## src/rtl/mult_share_sequencer_if.sv

```systemverilog
// Handshake bundle between the two requesters, the result consumer and the
// shared multiplier sequencer. "master" is the requester/consumer side and
// "slave" is the sequencer side.
interface mult_share_sequencer_if #(
  parameter int AW = 3,
  parameter int BW = 4
);
  logic              req0_valid;
  logic              req0_ready;
  logic [AW-1:0]     req0_a;
  logic [BW-1:0]     req0_b;
  logic              req1_valid;
  logic              req1_ready;
  logic [AW-1:0]     req1_a;
  logic [BW-1:0]     req1_b;
  logic              res_valid;
  logic              res_ready;
  logic [AW+BW-1:0]  res_data;
  logic              res_id;
  logic              busy;

  modport master (
    output req0_valid, req0_a, req0_b,
    output req1_valid, req1_a, req1_b,
    output res_ready,
    input  req0_ready, req1_ready,
    input  res_valid, res_data, res_id, busy
  );

  modport slave (
    input  req0_valid, req0_a, req0_b,
    input  req1_valid, req1_a, req1_b,
    input  res_ready,
    output req0_ready, req1_ready,
    output res_valid, res_data, res_id, busy
  );
endinterface

```

## src/rtl/mult_share_sequencer.sv

```systemverilog
// Shared shift-add multiplier for two requesters. A round-robin arbiter picks
// one operand pair, then one partial-product row (op_a bit AND op_b, shifted)
// is accumulated per clock, which is the array multiplier folded in time.
// The product is offered on a valid/ready port tagged with the requester id.
module mult_share_sequencer #(
  parameter int AW = 3,
  parameter int BW = 4
) (
  input logic                  clk,
  input logic                  rst_n,
  mult_share_sequencer_if.slave bus
);

  localparam int PW = AW + BW;
  localparam int CW = (AW > 1) ? $clog2(AW) : 1;

  typedef enum logic [1:0] {
    IDLE,
    CALC,
    DONE
  } state_t;

  state_t          state;
  state_t          state_nxt;
  logic [PW-1:0]   acc;
  logic [CW-1:0]   cnt;
  logic [AW-1:0]   op_a;
  logic [BW-1:0]   op_b;
  logic            res_id_q;
  logic            last_grant;
  logic            grant;
  logic            accept;
  logic            last_row;
  logic [PW-1:0]   row;

  assign last_row     = (cnt == CW'(AW - 1));
  assign accept       = bus.req0_ready | bus.req1_ready;
  assign bus.res_data = acc;
  assign bus.res_id   = res_id_q;

  // Round-robin pick: a lone requester wins, a tie goes to the one not served last.
  always_comb begin
    grant = 1'b0;
    if (bus.req0_valid && bus.req1_valid) begin
      grant = ~last_grant;
    end else if (bus.req1_valid) begin
      grant = 1'b1;
    end
  end

  // Current partial-product row: multiplicand gated by the selected multiplier bit.
  always_comb begin
    row = '0;
    if (op_a[cnt]) begin
      row = {{AW{1'b0}}, op_b} << cnt;
    end
  end

  // State register; reset aborts any in-flight multiply.
  always_ff @(posedge clk or negedge rst_n) begin
    if (!rst_n) begin
      state <= IDLE;
    end else begin
      state <= state_nxt;
    end
  end

  // Next state: accept in IDLE, run AW rows in CALC, wait for the consumer in DONE.
  always_comb begin
    state_nxt = state;
    case (state)
      IDLE: if (accept) state_nxt = CALC;
      CALC: if (last_row) state_nxt = DONE;
      DONE: if (bus.res_ready) state_nxt = IDLE;
      default: state_nxt = IDLE;
    endcase
  end

  // Handshake outputs; ready is masked during reset so nothing looks accepted.
  always_comb begin
    bus.req0_ready = 1'b0;
    bus.req1_ready = 1'b0;
    bus.res_valid  = 1'b0;
    bus.busy       = 1'b0;
    case (state)
      IDLE: begin
        bus.req0_ready = rst_n && bus.req0_valid && !grant;
        bus.req1_ready = rst_n && bus.req1_valid && grant;
      end
      CALC: begin
        bus.busy = 1'b1;
      end
      DONE: begin
        bus.busy      = 1'b1;
        bus.res_valid = 1'b1;
      end
      default: begin
        bus.busy = 1'b0;
      end
    endcase
  end

  // Operand capture on acceptance and one accumulate step per CALC cycle.
  always_ff @(posedge clk or negedge rst_n) begin
    if (!rst_n) begin
      acc        <= '0;
      cnt        <= '0;
      op_a       <= '0;
      op_b       <= '0;
      res_id_q   <= 1'b0;
      last_grant <= 1'b1;
    end else begin
      case (state)
        IDLE: begin
          if (accept) begin
            op_a       <= grant ? bus.req1_a : bus.req0_a;
            op_b       <= grant ? bus.req1_b : bus.req0_b;
            res_id_q   <= grant;
            last_grant <= grant;
            acc        <= '0;
            cnt        <= '0;
          end
        end
        CALC: begin
          acc <= acc + row;
          cnt <= cnt + 1'b1;
        end
        default: begin
          acc <= acc;
        end
      endcase
    end
  end

endmodule
```

## src/flat_wrapper.sv

```systemverilog
// flat-port wrapper written by rule: the top's interface ports become plain ports
module mult_share_sequencer_flat 
#(
  parameter int AW = 3,
  parameter int BW = 4
)
  (clk, rst_n, bus_req0_valid, bus_req0_a, bus_req0_b, bus_req1_valid, bus_req1_a, bus_req1_b, bus_res_ready, bus_req0_ready, bus_req1_ready, bus_res_valid, bus_res_data, bus_res_id, bus_busy);
  mult_share_sequencer_if #(.AW(AW), .BW(BW)) bus_i ();
  input logic clk;
  input logic rst_n;
  input wire logic [$bits(bus_i.req0_valid)-1:0] bus_req0_valid;
  input wire logic [$bits(bus_i.req0_a)-1:0] bus_req0_a;
  input wire logic [$bits(bus_i.req0_b)-1:0] bus_req0_b;
  input wire logic [$bits(bus_i.req1_valid)-1:0] bus_req1_valid;
  input wire logic [$bits(bus_i.req1_a)-1:0] bus_req1_a;
  input wire logic [$bits(bus_i.req1_b)-1:0] bus_req1_b;
  input wire logic [$bits(bus_i.res_ready)-1:0] bus_res_ready;
  output wire logic [$bits(bus_i.req0_ready)-1:0] bus_req0_ready;
  output wire logic [$bits(bus_i.req1_ready)-1:0] bus_req1_ready;
  output wire logic [$bits(bus_i.res_valid)-1:0] bus_res_valid;
  output wire logic [$bits(bus_i.res_data)-1:0] bus_res_data;
  output wire logic [$bits(bus_i.res_id)-1:0] bus_res_id;
  output wire logic [$bits(bus_i.busy)-1:0] bus_busy;
  assign bus_i.req0_valid = bus_req0_valid;
  assign bus_i.req0_a = bus_req0_a;
  assign bus_i.req0_b = bus_req0_b;
  assign bus_i.req1_valid = bus_req1_valid;
  assign bus_i.req1_a = bus_req1_a;
  assign bus_i.req1_b = bus_req1_b;
  assign bus_i.res_ready = bus_res_ready;
  assign bus_req0_ready = bus_i.req0_ready;
  assign bus_req1_ready = bus_i.req1_ready;
  assign bus_res_valid = bus_i.res_valid;
  assign bus_res_data = bus_i.res_data;
  assign bus_res_id = bus_i.res_id;
  assign bus_busy = bus_i.busy;
  mult_share_sequencer #(.AW(AW), .BW(BW)) u_core (.clk(clk), .rst_n(rst_n), .bus(bus_i));
endmodule
```

## config.mk

```make
export PLATFORM = sky130hd
export DESIGN_NAME = mult_share_sequencer_flat
export DESIGN_NICKNAME = d
export VERILOG_FILES = /design/src/rtl/mult_share_sequencer_if.sv /design/src/rtl/mult_share_sequencer.sv /design/src/flat_wrapper.sv
export SDC_FILE = /design/constraint.sdc
export NUM_CORES = 1
export LEC_CHECK = 0
export ABC_AREA = 1
export CAP_MARGIN = 20
export CORE_MARGIN = 2
export CORE_UTILIZATION = 53
export CTS_BUF_LIST = sky130_fd_sc_hd__clkbuf_2
export CTS_CLUSTER_SIZE = 14
export DETAILED_ROUTE_END_ITERATION = 16
export PLACE_DENSITY = 0.86
export SLEW_MARGIN = 20
export SYNTH_ARGS = -nofsm -noshare
export SYNTH_HDL_FRONTEND = slang
export SYNTH_SLANG_ARGS = --single-unit
```

## constraint.sdc

```tcl
create_clock -name clk -period 2.2 [get_ports clk]
set_input_delay 0.44 -clock clk [delete_from_list [all_inputs] [get_ports clk]]
set_output_delay 0.44 -clock clk [all_outputs]
set_load 0.01 [all_outputs]
```

==> flow_summary.json <==
{
  "status": "finished clean",
  "core_region_area_sq_um": 2686,
  "fillers": 224,
  "fin_hold_ws_ns": 0.4942,
  "overflow": 0,
  "via_per_inst": 4.989,
  "drv_cap": 0,
  "grt_pass1_wl_um": 5340,
  "fin_setup_tns_ns": 0,
  "reg2reg_depth": 12,
  "die-area_sq_um": 3216,
  "slew_headroom": 0.7664,
  "tritoncts": "yes",
  "r2r_setup_slack_ns": 0.07,
  "fin_crit_sh": 0.9665,
  "pin_count": 31,
  "period_needed_ns": 2.126,
  "io_buffers": 30,
  "hold_buffers": 0,
  "synth_commonest_cells": "69 x nand2_1, 29 x inv_1, 19 x dfrtp_1, 19 x nand3_1, 10 x ha_1",
  "postRouteWirelength_um": 3020,
  "wl_per_cell_um": 10.94,
  "grt_usage": 0.2073,
  "vias": 1377,
  "worst_pin_slew_ns": 0.3496,
  "setup_slack_ns": 0.07380,
  "hold_violations": 0,
  "clock_skew_ns": 0.01053,
  "fp.dieW_um": 56.71,
  "critPathArrivalTime_ns": 2.36,
  "placementRows": 19,
  "cp-end-kind": "register",
  "place_hpwl_um": 2274,
  "multiInputGateArea_sq_um": 844.6,
  "synth.most_common_cell": "nand2_1",
  "antenna_found_initial": 0,
  "path_clk_slew_ns": 0.20,
  "diodes": 0,
  "gp_congestion": 0.8294,
  "postSynthAreaPerCell_sq_um": 7.290,
  "crit_type": "reg2reg",
  "initial_utilization": 0.5482,
  "syn_nets": 232,
  "synthTopCellsByArea": "dfrtp_1 32%, nand2_1 18%, ha_1 8.5%",
  "required_ns": 2.43,
  "start_kind": "register",
  "place_worst_setup_slack_ns": -0.009191,
  "synth_largest_area_cell": "dfrtp_1",
  "crit_path_max_fanout": 5,
  "hold_depth": 2,
  "cts-root-buf": "clkbuf_2",
  "dominantRegCellSynth": "dfrtp_1",
  "async_flop_share": 1.000,
  "place_area_sq_um": 1836,
  "stdcell_count": 276,
  "hold_path_class": "reg2reg",
  "power_density_nw_per_um2": 1151,
  "first_pass_iters": 6,
  "dpl.cell_count": 268,
  "ir_drop_uv": 728.1,
  "seqCellArea_sq_um": 503.0,
  "remaining_drc_errors": 0,
  "synth_top_cell_area_share": 0.3229,
  "cts_buffer_depth": 2,
  "cts_buffers": 3,
  "htreeDepth": 1,
  "ant_nets": 0,
  "synth-edff-count": 0,
  "slew_viol_final": 0,
  "p_leak_uw": 0.001007,
  "netlist_area_sq_um": 1473,
  "clkSinkCount": 20,
  "syn_to_final_growth_pct": 30.84,
  "final_area_sq_um": 1927,
  "yosysSeqAreaShare": 0.3407,
  "yosys_warnings": 0,
  "layout-drive-gt1-share": 0.2082,
  "synth_cell_types": 30,
  "ys_seq_elements": 20,
  "chipHeight_um": 56.71,
  "first_global_vias": 1348,
  "grt_max_degree": 21,
  "synthCells": 202,
  "insertion_delay_ns": 0.32,
  "setup_viol": 0,
  "drt-initial-drc-count": 39,
  "fmax_mhz": 470.3,
  "final_net_count": 276
}
-- cell usage in the layout, fill, tap and decap left out, drive strengths merged --
cell	n
nand2	78
inv	32
clkdlybuf4s50	28
nand3	21
dfrtp	19
buf	12
nor2	12
o21ai	12
ha	10
a21oi	4
clkbuf	3
o211ai	2
nand4	2
dlygate4sd2	2
or2	2
o21a	1
o22ai	1
xor2	1
fa	1
clkinv	1
dfstp	1
-- state kept, by name (all words and copies together) (netlist names) --
signal and count:
u_core.cnt 2, u_core.bus.res_id 1, u_core.last_grant 1, u_core.state 2, u_core.bus.res_data 7, u_core.op_b 4, u_core.op_a 3
-- final timing paths --
kind                                               start                            endpoint
setup / recovery               u_core.cnt[0]$_DFFE_PN0P_  u_core.bus.res_data[4]$_DFFE_PN0P_
hold / removal             u_core.last_grant$_DFFE_PN1P_       u_core.last_grant$_DFFE_PN1P_
setup reg to reg               u_core.cnt[0]$_DFFE_PN0P_  u_core.bus.res_data[4]$_DFFE_PN0P_
hold reg to reg            u_core.last_grant$_DFFE_PN1P_       u_core.last_grant$_DFFE_PN1P_
max in group asynchronous                          rst_n       u_core.last_grant$_DFFE_PN1P_
min in group asynchronous                          rst_n         u_core.state[0]$_DFFE_PN0P_
-- worst max-delay path: stages, from the launching register on --
cell and delay [ns]:
dfrtp_2 0.50, buf_6 0.14, o21a_1 0.18, o211ai_1 0.17
inv_1 0.10, ha_4 0.26, nand2_1 0.09, nand2_2 0.06
inv_1 0.06, nand2_1 0.07, or2_2 0.29, nand3_2 0.07
nand2_1 0.05
-- metrics by stage --
step	util	power [uW]
global placement	0.6833	1880
global route	0.7173	2435
finish	0.7173	2217
floorplan	-	1548
CTS	0.6903	2064
detailed placement	0.6833	1909
-- cells by family after synthesis --
logic type	Yosys count	share of synthesized area
simple gates	115	0.3551
fa+ha+maj	11	0.09856
xor+xnor	1	0.005948
compound gates	20	0.08666
flops	20	0.3407
buf+inv	35	0.1130
-- routing by layer --
metal  track usage  wire length [um]  part of all wire
met5             0                 0                 0
met1        0.2489              1295              0.43
met4       0.09864                70             0.023
met2        0.3638              1505              0.50
met3       0.02535               149             0.049
-- area by class of cell --
class / count / area share
multi-input cells: 147 / 0.4383
clock buffers: 3 / 0.007792
inverters: 32 / 0.06753
well taps: 31 / 0.02013
flip-flops and latches: 20 / 0.2610
clock inverters: 1 / 0.001948
repair buffers: 42 / 0.2032
-- power by group --
group / total [uW] / internal (uW) / switching [uW]
combinational: 1410 / 632 / 776
sequential: 655 / 527 / 128
clock: 154 / 39.5 / 115
total: 2220 / 1200 / 1020
-- what timing repair did --
action                     4_1_cts  5_1_grt
resized for setup                3       13
pin swaps                        0        3
buffers inserted                 0        4
setup endpoints to repair        2        5
cloned                           0        0
(Power assumes the default switching activity.)
